[src/rtl/x_demux_ddr_mpc.sv]
// -----------------------------------------------------------------------------
// x_demux_ddr_mpc
//   MPC-side DDR receiver. Captures two WIDTH-bit slices per clock cycle (one
//   on each edge), realigns them to the rising edge and presents them as a
//   1st-in-time / 2nd-in-time word pair. It also flags the all-ones idle
//   preset and runs a pattern-lock state machine for link qualification.
//
// Ports
//   clock      in   clock; DDR data toggles on both edges
//   reset_n    in   asynchronous active-low reset
//   clock_en   in   enable for output stage, FSM and error logic
//   din        in   DDR data from pins (WIDTH)
//   sync_en    in   1 = qualify received pairs against PAT1ST/PAT2ND
//   err_clr    in   synchronous clear of err_cnt / sync_lost (ignores clock_en)
//   dout1st    out  demuxed 1st-in-time word (WIDTH)
//   dout2nd    out  demuxed 2nd-in-time word (WIDTH)
//   idle       out  current pair is all ones in both slices
//   sync_lock  out  pattern lock achieved
//   sync_lost  out  sticky: lock was lost since last clear
//   err_cnt    out  saturating count of mismatches while locked (16)
// -----------------------------------------------------------------------------
module x_demux_ddr_mpc #(
   parameter int               WIDTH      = 8,
   parameter logic [WIDTH-1:0] PAT1ST     = 8'hA5,
   parameter logic [WIDTH-1:0] PAT2ND     = 8'h5A,
   parameter int               LOCK_COUNT = 16
) (
   input  logic             clock,
   input  logic             reset_n,
   input  logic             clock_en,
   input  logic [WIDTH-1:0] din,
   input  logic             sync_en,
   input  logic             err_clr,
   output logic [WIDTH-1:0] dout1st,
   output logic [WIDTH-1:0] dout2nd,
   output logic             idle,
   output logic             sync_lock,
   output logic             sync_lost,
   output logic [15:0]      err_cnt
);

   typedef enum logic [1:0] {
      ST_IDLE   = 2'd0,
      ST_HUNT   = 2'd1,
      ST_LOCKED = 2'd2
   } state_t;

   // Counter value at which one more match declares lock.
   localparam logic [7:0] LOCK_LAST = 8'(LOCK_COUNT - 1);

   logic [WIDTH-1:0] din_fall_q;
   logic [WIDTH-1:0] din_rise_q;
   logic [WIDTH-1:0] fall_hold_q;
   logic [WIDTH-1:0] dout1st_q, dout2nd_q;
   logic             idle_q;
   state_t           state_q;
   logic [7:0]       cnt_q;
   logic             lock_q;
   logic [15:0]      err_cnt_q, err_cnt_d;
   logic             lost_q, lost_d;
   logic             match;
   logic             loss;

   // ---------------------------------------------------------------- capture
   // 1st slice of cycle k lands on the falling edge inside cycle k.
   always_ff @(negedge clock or negedge reset_n) begin
      if (!reset_n) din_fall_q <= '1;
      else          din_fall_q <= din;
   end

   // 2nd slice is taken at the rising edge closing cycle k; the 1st slice is
   // retimed on the same edge so the pair is rising-edge aligned. These run
   // regardless of clock_en.
   always_ff @(posedge clock or negedge reset_n) begin
      if (!reset_n) begin
         din_rise_q  <= '1;
         fall_hold_q <= '1;
      end else begin
         din_rise_q  <= din;
         fall_hold_q <= din_fall_q;
      end
   end

   // ----------------------------------------------------------- output stage
   always_ff @(posedge clock or negedge reset_n) begin
      if (!reset_n) begin
         dout1st_q <= '1;
         dout2nd_q <= '1;
         idle_q    <= 1'b1;
      end else if (clock_en) begin
         dout1st_q <= fall_hold_q;
         dout2nd_q <= din_rise_q;
         idle_q    <= (&fall_hold_q) & (&din_rise_q);
      end
   end

   // ------------------------------------------------------------- lock FSM
   // Compares the registered pair, i.e. what is currently on dout.
   assign match = (dout1st_q == PAT1ST) && (dout2nd_q == PAT2ND);

   always_ff @(posedge clock or negedge reset_n) begin
      if (!reset_n) begin
         state_q <= ST_IDLE;
         cnt_q   <= '0;
         lock_q  <= 1'b0;
      end else if (clock_en) begin
         if (!sync_en) begin
            state_q <= ST_IDLE;
            cnt_q   <= '0;
            lock_q  <= 1'b0;
         end else begin
            case (state_q)
               ST_IDLE: begin
                  state_q <= ST_HUNT;
                  cnt_q   <= '0;
                  lock_q  <= 1'b0;
               end
               ST_HUNT: begin
                  if (!match) begin
                     cnt_q <= '0;
                  end else if (cnt_q == LOCK_LAST) begin
                     state_q <= ST_LOCKED;
                     cnt_q   <= '0;
                     lock_q  <= 1'b1;
                  end else begin
                     cnt_q <= cnt_q + 8'd1;
                  end
               end
               ST_LOCKED: begin
                  if (!match) begin
                     state_q <= ST_HUNT;
                     cnt_q   <= '0;
                     lock_q  <= 1'b0;
                  end
               end
               default: begin
                  state_q <= ST_IDLE;
                  cnt_q   <= '0;
                  lock_q  <= 1'b0;
               end
            endcase
         end
      end
   end

   // ------------------------------------------------------------ error logic
   // A loss event is a mismatch seen while locked on an enabled edge.
   assign loss = clock_en && sync_en && (state_q == ST_LOCKED) && !match;

   always_comb begin
      err_cnt_d = err_cnt_q;
      lost_d    = lost_q;
      if (err_clr) begin
         // Clear wins over a coincident loss event.
         err_cnt_d = '0;
         lost_d    = 1'b0;
      end else if (loss) begin
         if (err_cnt_q != 16'hFFFF) err_cnt_d = err_cnt_q + 16'd1;
         lost_d = 1'b1;
      end
   end

   always_ff @(posedge clock or negedge reset_n) begin
      if (!reset_n) begin
         err_cnt_q <= '0;
         lost_q    <= 1'b0;
      end else begin
         err_cnt_q <= err_cnt_d;
         lost_q    <= lost_d;
      end
   end

   assign dout1st   = dout1st_q;
   assign dout2nd   = dout2nd_q;
   assign idle      = idle_q;
   assign sync_lock = lock_q;
   assign sync_lost = lost_q;
   assign err_cnt   = err_cnt_q;

endmodule

[config.mk]
export PLATFORM = sky130hd
export DESIGN_NAME = x_demux_ddr_mpc
export DESIGN_NICKNAME = d
export VERILOG_FILES = /design/src/rtl/x_demux_ddr_mpc.sv
export SDC_FILE = /design/constraint.sdc
export NUM_CORES = 1
export LEC_CHECK = 0
export BUFFER_PORTS_ARGS = -buffer_cell sky130_fd_sc_hd__buf_2
export CAP_MARGIN = 5
export CORE_AREA = 8 8 83 85
export CTS_CLUSTER_DIAMETER = 100
export DETAILED_ROUTE_END_ITERATION = 8
export DIE_AREA = 0 0 91 93
export PLACE_DENSITY = 0.78
export SETUP_SLACK_MARGIN = 0.5
export SLEW_MARGIN = 20
export SYNTH_ARGS = -nofsm -noshare
export SYNTH_HDL_FRONTEND = slang
export SYNTH_SLANG_ARGS = --single-unit
[constraint.sdc]
create_clock -name clock -period 2.3 [get_ports clock]
set_clock_uncertainty 0.15 [all_clocks]
set_input_delay 0.69 -clock clock [delete_from_list [all_inputs] [get_ports clock]]
set_output_delay 0.69 -clock clock [all_outputs]
set_load 0.005 [all_outputs]
; Word-level counts from Yosys, hierarchy flattened
; Index checks and enable logic that the tools add are counted.
[word_totals]
rom_bits = 0
memories = 0
latchBits = 0
output_inout_bits = 35
in_bits = 13
ramBits = 0
wordCells = 56
regBits = 69
[classes]
n_reduce_logical = 13
magnitude_cmp = 0
n_eq_ne = 9
mul = 0
addsub = 2
div_mod_pow = 0
shift = 0
mux = 20
n_bitwise = 1
[ops]
columns = op, count
row1 = 2-to-1 mux 16 bit, 3
row2 = 2-to-1 mux 8 bit, 4
row3 = "adder 16 x 1 -> 16 bit, second input constant", 1
row4 = "!= test 16 bit, second input constant", 1
row5 = case mux 8 bit (2 select lines), 1
row6 = AND reduction 8 bit, 2
row7 = "!= test 3 bit, second input constant", 3
row8 = "adder 8 x 1 -> 8 bit, second input constant", 1
row9 = "== test 8 x 4 -> 1 bit, second input constant", 1
row10 = "== test 8 x 7 -> 1 bit, second input constant", 1
row11 = "== test 8 bit, second input constant", 1
row12 = 2-to-1 mux 2 bit, 4
row13 = 2-to-1 mux 1 bit, 6
row14 = case mux 2 bit (3 select lines), 1
row15 = logical AND 1 bit, 4
row16 = AND reduction 2 bit, 2
row17 = AND reduction 4 bit, 1
row18 = nonzero test 2 bit, 2
row19 = "== test 2 x 1 -> 1 bit, second input constant", 1
row20 = "== test 2 bit, second input constant", 1
row21 = zero test 2 bit, 1
row22 = case mux 1 bit (2 select lines), 1
row23 = AND 1 bit, 1
row24 = zero test 1 bit, 1

; Longest topological paths before layout
[depth]
ltp_word = 6
depth_mapped = 7
mapped_depth_nobuf = 6

==> out/results.ini <==
[cells_and_area]
fillers=433
nets=343
drive_gt1_frac=0.5375
diodes=0
final_cell_mix=41 x dfstp_2, 40 x buf_2, 25 x dfrtp_1, 23 x buf_4, 19 x nor2_1
final_common_cell=dfstp_2
syn_to_final_growth_pct=31.25
instances_no_fill=408

[routing]
drtIter0Drc=112
avgViaCountPerCell=5.471
routedWlPerCell_um=17.21
wirelength_um=7022
vias=2232
drc=0
postRouteAntennaNets=0
firstDrtPassIters=4

[worst_hold_path]
hold_path_end=din_rise_q[7]
hold_depth=1
worstHoldStart=din[7]
hp-class=primary input to flip-flop

[critical_path]
crit_start=dout2nd[2]
reg2reg_to=err_cnt[15]
r2r_cells=5
path_max_fanout=4
r2r_setup_slack_ps=250
worstPathRequired_ps=2420
worst_setup_path_end_kind=flip-flop
crit_arrival_ps=2180
r2r_start=dout2nd[2]
cp-start-kind=flip-flop
path_class=flip-flop to flip-flop

[yosys]
synth_cells=241
ys_seq_elements=69
yosysUniqueCellTypes=43
async_flop_share=1.000
syn_area_um2=2943
ys_seq_area_frac=0.6042
synth_edf_count=0
yosys_warnings=0
synth_fp_nets=256
synth_top_flop_cell=dfstp_2
avgSynthCellArea_um2=12.21

[grt]
grt_usage=0.1576
grt_overflow=0
grt_pass1_vias=2188
grt_max_degree=43
antenna_found_initial=0
grt_pass1_wl_um=10720

[cts]
clock_path_buffers=2
ctsHtreeMaxLevel=3
cts-root-buf=clkbuf_8
cts.sink_count=69
cts_tree=done
cts_made_buffers=9
clk_pin_slew_ps=80
clock_latency_ps=390

[die]
fp.dieH_um=93
core-area_um2=5675
top_level_ports=48
die_x_um=91
rows=28
die-area_um2=8463
initial_core_util=0.5185

[power_and_ir_drop]
total_power_mw=2.489
p_per_area_nw_per_um2=644.3
ir_drop_mv=0.4681
p_leak_nw=1.745

[placed_design]
dp_hpwl_um=4329
io_buffers=47
place_congestion=0.8078
dp_cells=364

[sta]
fin_crit_ps=2054
max_freq_ghz=0.4869
hold_viol=0
tightest_slew_ps=539.0
final_max_slew_viol_count=0
relSlewSlack=0.6407
fin_crit_sh=0.8929
final-setup-viol-count=0
rsz0062_at_grt=yes
whs_ps=288.9
fin_setup_tns_ps=0

[run_status]
status=complete, no violations

[run]
maxCapViolations=0

## critical path, cell delays in order, from the launching register on
cell and delay [ps]:
dfstp_2 550, and4bb_2 280, a41oi_4 310, nand3_2 120
or4_1 440, a21oi_2 130
## metal layers
layer	vias to the layer above	GRT usage	wire [µm]
met4	0	0.07094	142
met5	-	0	0
met2	53	0.2473	3553
met3	15	0.04407	283
li1	1054	-	-
met1	1110	0.1999	3042
## how the worst max path moves through the flow
stage / endpoint / slack (ps) / depth (start not counted)
4_1_cts: err_cnt[15] / 290 / 5
5_1_grt: err_cnt[11] / 160 / 7
3_5_place_dp: err_cnt[15] / 110 / 6
3_3_place_gp: din_fall_q[4] / 130 / 1
2_1_floorplan: din_fall_q[0] / 240 / 0
6_report: err_cnt[15] / 250 / 5
## flip-flops by register name (all words and copies together) (netlist names)
signal	flops
err_cnt	16
cnt_q	8
state_q	2
dout1st	8
din_rise_q	8
idle	1
dout2nd	8
fall_hold_q	8
sync_lock	1
sync_lost	1
din_fall_q	8
## area by class of cell
cell class / instances / area [µm²] / share of cell area
sequential: 69 / 1782 / 0.4613
clock inverter: 14 / 78.83 / 0.02041
clock buffer: 10 / 127.6 / 0.03304
tap: 75 / 93.84 / 0.02430
inverter: 6 / 22.52 / 0.005831
multi-input combinational: 157 / 1206 / 0.3123
timing repair buffer: 77 / 551.8 / 0.1429
## stage by stage
stage | setup WS, ps | area (µm²) | utilization
3_5_place_dp | 112.3 | 3327 | 0.5862
4_1_cts | 294.5 | 3636 | 0.6407
6_report | 246.2 | 3862 | 0.6806
2_1_floorplan | 244.7 | 2969 | -
5_1_grt | 156.8 | 3862 | 0.6806
3_3_place_gp | 131.6 | 3327 | 0.5862
## cell usage after synthesis (4+ instances only)
library cell   n  area (µm²)
nor3_1         4       20.02
nand2_1       11       41.29
mux2_2        18       202.7
dfstp_2       41        1077
nand4_1       14       87.58
dfrtp_1       28       700.7
nand3_1        7       35.03
and3_1         5       31.28
xor2_1         9       78.83
o21ai_0       15       75.07
and4bb_2       4       50.05
inv_1          7       26.28
nor2_1        19       71.32
a21oi_1       11       55.05
clkbuf_1       4       15.01
## what timing repair did
action | in CTS | in global routing
resized for setup | 20 | 27
pin swaps | 10 | 12
buffers inserted | 6 | 15
hold buffers | 0 | 0
setup endpoints to repair | 49 | 56
hold endpoints to repair | 0 | 0
## report_power, final
part | internal [mW] | switching [mW]
sequential | 1.30 | 0.0400
clock | 0.425 | 0.538
combinational | 0.0945 | 0.0860
total | 1.82 | 0.664
## cells by family after synthesis
| logic type | count (synthesis) | share of synthesized area |
|---|---|---|
| mux | 20 | 0.07568 |
| buf+inv | 15 | 0.01998 |
| compound gates | 41 | 0.09184 |
| fa+ha+maj | 2 | 0.008502 |
| flops | 69 | 0.6042 |
| simple gates | 85 | 0.1730 |
| xor+xnor | 9 | 0.02679 |
Power figures use the tool's default switching activity.
